[src/rtl/decode_pkg.sv]
// Shared constants and record types for the decode->execute boundary.
package decode_pkg;

    localparam int XLEN      = 32;
    localparam int REG_DEPTH = 32;
    localparam int AW        = $clog2(REG_DEPTH);
    localparam int CTRL_W    = 16;
    localparam int CNT_W     = 16;

    typedef struct packed {
        logic            valid;
        logic [AW-1:0]   rd;
        logic [XLEN-1:0] data;
    } fwd_bus_t;

    typedef struct packed {
        logic [XLEN-1:0]   pc;
        logic [XLEN-1:0]   op_a;
        logic [XLEN-1:0]   op_b;
        logic [XLEN-1:0]   imm;
        logic [AW-1:0]     rd;
        logic              rd_we;
        logic              is_load;
        logic [CTRL_W-1:0] ctrl;
    } id_ex_t;

    // x0 is hardwired, so a producer targeting it never supplies a value.
    function automatic logic fwd_hit(input fwd_bus_t bus, input logic [AW-1:0] rs);
        return bus.valid && (bus.rd == rs) && (rs != '0);
    endfunction

endpackage

[src/rtl/operand_forward_mux.sv]
// Picks one source operand: youngest in-flight producer first, register file last.
module operand_forward_mux
    import decode_pkg::*;
(
    input  logic [AW-1:0]   rs,
    input  logic [XLEN-1:0] rf_data,
    input  fwd_bus_t        ex_fwd,
    input  fwd_bus_t        mem_fwd,
    input  fwd_bus_t        wb_fwd,
    output logic [XLEN-1:0] operand
);

    always_comb begin
        operand = rf_data;
        if (rs == '0) begin
            operand = '0;
        end else if (fwd_hit(ex_fwd, rs)) begin
            operand = ex_fwd.data;
        end else if (fwd_hit(mem_fwd, rs)) begin
            operand = mem_fwd.data;
        end else if (fwd_hit(wb_fwd, rs)) begin
            operand = wb_fwd.data;
        end
    end

endmodule

[src/rtl/operand_issue_stage.sv]
// ID/EX boundary: operand forwarding, load-use stall, handshake and the ID/EX register.
module operand_issue_stage
    import decode_pkg::*;
(
    input  logic              clk,
    input  logic              reset,
    input  logic              in_valid,
    output logic              in_ready,
    input  logic [XLEN-1:0]   in_pc,
    input  logic [AW-1:0]     in_rs1,
    input  logic [AW-1:0]     in_rs2,
    input  logic              in_rs1_used,
    input  logic              in_rs2_used,
    input  logic [AW-1:0]     in_rd,
    input  logic              in_rd_we,
    input  logic              in_is_load,
    input  logic [XLEN-1:0]   in_imm,
    input  logic [CTRL_W-1:0] in_ctrl,
    input  logic [XLEN-1:0]   rf_a_data,
    input  logic [XLEN-1:0]   rf_b_data,
    input  logic              ex_fwd_valid,
    input  logic [AW-1:0]     ex_fwd_rd,
    input  logic [XLEN-1:0]   ex_fwd_data,
    input  logic              ex_fwd_is_load,
    input  logic              mem_fwd_valid,
    input  logic [AW-1:0]     mem_fwd_rd,
    input  logic [XLEN-1:0]   mem_fwd_data,
    input  logic              wb_fwd_valid,
    input  logic [AW-1:0]     wb_fwd_rd,
    input  logic [XLEN-1:0]   wb_fwd_data,
    input  logic              flush,
    output logic              out_valid,
    input  logic              out_ready,
    output logic [XLEN-1:0]   out_pc,
    output logic [XLEN-1:0]   out_op_a,
    output logic [XLEN-1:0]   out_op_b,
    output logic [XLEN-1:0]   out_imm,
    output logic [AW-1:0]     out_rd,
    output logic              out_rd_we,
    output logic              out_is_load,
    output logic [CTRL_W-1:0] out_ctrl,
    output logic [CNT_W-1:0]  hazard_stalls
);

    fwd_bus_t        ex_bus, mem_bus, wb_bus;
    logic [XLEN-1:0] op_a, op_b;

    assign ex_bus  = '{valid: ex_fwd_valid,  rd: ex_fwd_rd,  data: ex_fwd_data};
    assign mem_bus = '{valid: mem_fwd_valid, rd: mem_fwd_rd, data: mem_fwd_data};
    assign wb_bus  = '{valid: wb_fwd_valid,  rd: wb_fwd_rd,  data: wb_fwd_data};

    operand_forward_mux u_fwd_a (
        .rs      (in_rs1),
        .rf_data (rf_a_data),
        .ex_fwd  (ex_bus),
        .mem_fwd (mem_bus),
        .wb_fwd  (wb_bus),
        .operand (op_a)
    );

    operand_forward_mux u_fwd_b (
        .rs      (in_rs2),
        .rf_data (rf_b_data),
        .ex_fwd  (ex_bus),
        .mem_fwd (mem_bus),
        .wb_fwd  (wb_bus),
        .operand (op_b)
    );

    id_ex_t           id_ex_q, id_ex_d;
    logic             out_valid_q, out_valid_d;
    logic [CNT_W-1:0] stalls_q, stalls_d;
    logic             rs1_load_hit, rs2_load_hit, hazard, advance, accept;

    always_comb begin
        // Only sources the instruction really reads can wait on a load.
        rs1_load_hit = in_rs1_used && (in_rs1 == ex_fwd_rd);
        rs2_load_hit = in_rs2_used && (in_rs2 == ex_fwd_rd);
        hazard   = in_valid && ex_fwd_valid && ex_fwd_is_load && (ex_fwd_rd != '0)
                   && (rs1_load_hit || rs2_load_hit);
        advance  = !out_valid_q || out_ready;
        in_ready = reset && advance && !hazard && !flush;
        accept   = in_valid && in_ready;

        out_valid_d = out_valid_q;
        id_ex_d     = id_ex_q;
        stalls_d    = stalls_q;

        if (flush) begin
            out_valid_d = 1'b0;
        end else if (advance) begin
            out_valid_d = accept;
        end

        if (accept) begin
            id_ex_d = '{pc: in_pc, op_a: op_a, op_b: op_b, imm: in_imm, rd: in_rd,
                        rd_we: in_rd_we, is_load: in_is_load, ctrl: in_ctrl};
        end

        if (hazard && !flush && (stalls_q != '1)) begin
            stalls_d = stalls_q + CNT_W'(1);
        end
    end

    always_ff @(posedge clk) begin
        if (!reset) begin
            out_valid_q <= 1'b0;
            id_ex_q     <= '0;
            stalls_q    <= '0;
        end else begin
            out_valid_q <= out_valid_d;
            id_ex_q     <= id_ex_d;
            stalls_q    <= stalls_d;
        end
    end

    assign out_valid     = out_valid_q;
    assign out_pc        = id_ex_q.pc;
    assign out_op_a      = id_ex_q.op_a;
    assign out_op_b      = id_ex_q.op_b;
    assign out_imm       = id_ex_q.imm;
    assign out_rd        = id_ex_q.rd;
    assign out_rd_we     = id_ex_q.rd_we;
    assign out_is_load   = id_ex_q.is_load;
    assign out_ctrl      = id_ex_q.ctrl;
    assign hazard_stalls = stalls_q;

endmodule
[config.mk]
export PLATFORM = sky130hd
export DESIGN_NAME = operand_issue_stage
export DESIGN_NICKNAME = d
export VERILOG_FILES = /design/src/rtl/decode_pkg.sv /design/src/rtl/operand_forward_mux.sv /design/src/rtl/operand_issue_stage.sv
export SDC_FILE = /design/constraint.sdc
export NUM_CORES = 1
export LEC_CHECK = 0
export ABC_CLOCK_PERIOD_IN_PS = 3200
export CAP_MARGIN = 15
export CORE_AREA = 2 2 174 176
export DETAILED_ROUTE_END_ITERATION = 16
export DIE_AREA = 0 0 176 178
export PLACE_DENSITY_LB_ADDON = 0.3
export SYNTH_ARGS = -nofsm -noshare
export SYNTH_HDL_FRONTEND = slang
export SYNTH_SLANG_ARGS = --single-unit
[constraint.sdc]
create_clock -name clk -period 3.2 [get_ports clk]
set_clock_uncertainty 0.2 [all_clocks]
set_input_delay 0.48 -clock clk [delete_from_list [all_inputs] [get_ports clk]]
set_output_delay 0.48 -clock clk [all_outputs]
set_load 0.005 [all_outputs]
==> impl_metrics.toml <==
[run_status]
outcome = "complete, no violations"

[final_layout]
drive_above_1_share_pct = 9.235
fill_cells = 2743
design_area_mm2 = 0.01456
layoutNonFillerInstCount = 1908
syn_to_final_growth_pct = 69.24
nets = 1787

[sta]
slew_violations = 0
fin_tns_setup_ps = 0
hold_slack_ps = 249.0
hold_violations = 0
worst_slew_pin_slew_ps = 1162
fin_crit_sh_pct = 96.47
fmax_mhz = 323.9
relSlewSlack_pct = 22.56
layout_min_cycle_time_ps = 3087
finalSetupViolations = 0

[yosys]
ys_types = 45
syn_area_mm2 = 0.008603
synth-edff-count = 0
netlist.area_leader.share_pct = 39.09
ys.flop_type = "dfxtp_1"
async_flop_share_pct = 0
ys_seq_area_share_pct = 39.09
synth_area_leaders = "dfxtp_1 (39%), nand3_1 (6.5%), a221o_1 (5.5%), o21ai_0 (5.2%), nand2_1 (5.1%)"
synth_top_area_cell = "dfxtp_1"
syn_nets = 1364
yosys_warnings = 0
avgSynthCellArea_um2 = 7.966
synth_most_common_cell = "dfxtp_1"
synth-seq-cells = 168
syn_inst = 1080
synthTopCellsByCount = "dfxtp_1 (168), nand2_1 (118), nand3_1 (112), o21ai_0 (90), clkbuf_1 (72)"

[grt]
grt_pass1_vias = 10004
grt_pass1_wl_um = 58640
grt_max_degree = 105
grt_use_total_pct = 24.06
antenna_found_initial = 2
grt_overflow = 0

[clocking]
cts-root-buf = "clkbuf_16"
cts_hold_buf = 0
clockBufferDepth = 2
cts_htree_levels = 4
cts_buffers = 17
cts.sink_count = 168
cts_tree = "done"
clk_latency_ps = 440
cts.clk_slew.worst_paths_ps = 70

[hold_path]
hp-class = "flip-flop to flip-flop"

[die]
placementRows = 63
die_area_mm2 = 0.03133
core_area_mm2 = 0.02940
design.portCount = 452
dieHeight_um = 178
die_w_um = 176
start_util_pct = 29.26

[drt]
final_antenna_net_count = 0
dr.pass1.iters = 5
drtIter0Drc = 622
drc = 0
drt_wl_total_um = 38980
vias = 10232
wl_per_cell_um = 20.43
vias_per_cell = 5.363

[power]
vdd_drop_max_mv = 0.3538
power_density_mw_per_mm2 = 392.2
p_leak_nw = 5.204

[critical_path]
crit_path_end_kind = "output port"
start_kind = "input port"
cp.required_ps = 2520
worstPathCellList = "clkdlybuf4s50_1, xor2_1, nor3_1, and3_1, o21ai_4, and3_1, clkdlybuf4s50_1"
worst-setup-path-type = "input port to output port"
slowest_stage = "clkdlybuf4s50_1"
slowest_delay_ps = 480
cp_data_arrival_time_ps = 2410
path_max_fanout = 4

[placement]
dp_cells = 1874
port_buffers = 451
placed_area_mm2 = 0.01391
dpl.hpwl_um = 29240
gp_congestion = 0.9755

[flow_run]
cap_violations = 0
==> flip-flops by register name, indices dropped and copies added (netlist names) <==
name	count
out_imm	32
out_op_a	32
out_op_b	32
out_pc	32
hazard_stalls	16
out_ctrl	16
out_rd	5
out_is_load	1
out_rd_we	1
out_valid	1
==> report_power, final <==
group	switching [W]	internal [W]	total (W)
sequential	0.0000639	0.00220	0.00227
combinational	0.000466	0.000681	0.00115
clock	0.000966	0.00133	0.00230
total	0.00150	0.00421	0.00571
==> through the flow <==
step                total power [W]  setup slack [ps]  utilization [%]
CTS                        0.005751             70.58            49.48
global route               0.005942            -14.79            49.52
finish                     0.005710             112.9            49.52
floorplan                  0.002664             712.1                -
global placement           0.003448             74.75            47.31
detailed placement         0.003453             33.58            47.31
==> placed cells by master, fill, tap and decap left out, drive strengths merged <==
cell           netlist  layout
a211oi              48      48
a21bo                1       1
a21oi               33      33
a221o               47      47
a31oi               48      48
and2                 5       5
and3                 8       8
and4                 1       1
buf                 38      64
bufinv               0       4
clkbuf              72      18
clkdlybuf4s50        0     450
clkinv               1       3
clkinvlp             0       1
dfxtp              168     168
diode                0       2
ha                   1       1
inv                 49      56
nand2              118     118
nand2b               1       1
nand3              112     112
nand3b               1       1
nand4                7       7
nand4b               1       1
nor2                43      43
nor2b                2       2
nor3                 6       6
nor4                50      50
o2111ai              1       1
o211ai              36      36
o21a                 1       1
o21ai              113     113
o2bb2ai             17      17
o31ai                5       5
or2                  1       1
or3                  9       9
or4                  6       6
xnor2                9       9
xor2                21      21
==> what timing repair did <==
| action | CTS | global route |
|---|---|---|
| endpoints found under the setup margin | 0 | 1 |
| setup buffers | 0 | 0 |
| resized for setup | 0 | 1 |
==> cells by family after synthesis <==
logic type / Yosys count / synth area share [%]
flops: 168 / 39.09
xor+xnor: 30 / 3.054
simple gates: 371 / 20.99
buf+inv: 160 / 7.679
compound gates: 350 / 29.04
fa+ha+maj: 1 / 0.1454
==> metal layers <==
metal | wire length, um | global-route usage, % | vias to the layer above
li1 | - | - | 4836
met1 | 15510 | 28.88 | 4770
met2 | 18690 | 41.22 | 537
met3 | 3463 | 6.522 | 89
met4 | 1321 | 8.953 | 0
met5 | 0 | 0 | -
==> critical path, delay by kind of cell <==
kind / cells / cell delay (ps)
compound gates: 1 / 70
xor+xnor: 1 / 190
buf+inv: 2 / 920
simple gates: 3 / 750
==> final timing paths <==
check                                              startpoint                             to  slack, ps  cells past startpoint
worst max-delay path                             ex_fwd_rd[2]                       in_ready        110                      7
worst min-delay path                 out_imm[19]$_SDFFE_PN0P_       out_imm[19]$_SDFFE_PN0P_        250                      2
worst max register to register  hazard_stalls[3]$_SDFFE_PN0P_  hazard_stalls[9]$_SDFFE_PN0P_        800                      7
worst min register to register       out_imm[19]$_SDFFE_PN0P_       out_imm[19]$_SDFFE_PN0P_        250                      2
==> final cells by class <==
class	count	area [um2]	share of cell area (%)
timing repair buffer	514	5235	35.95
multi-input combinational	752	4643	31.89
sequential	168	3363	23.10
tap	390	488.0	3.351
clock buffer	18	429.2	2.948
clock inverter	14	209.0	1.435
inverter	50	187.7	1.289
antenna	2	5.005	0.03437
No activity file was read; power rests on OpenSTA's default activity.
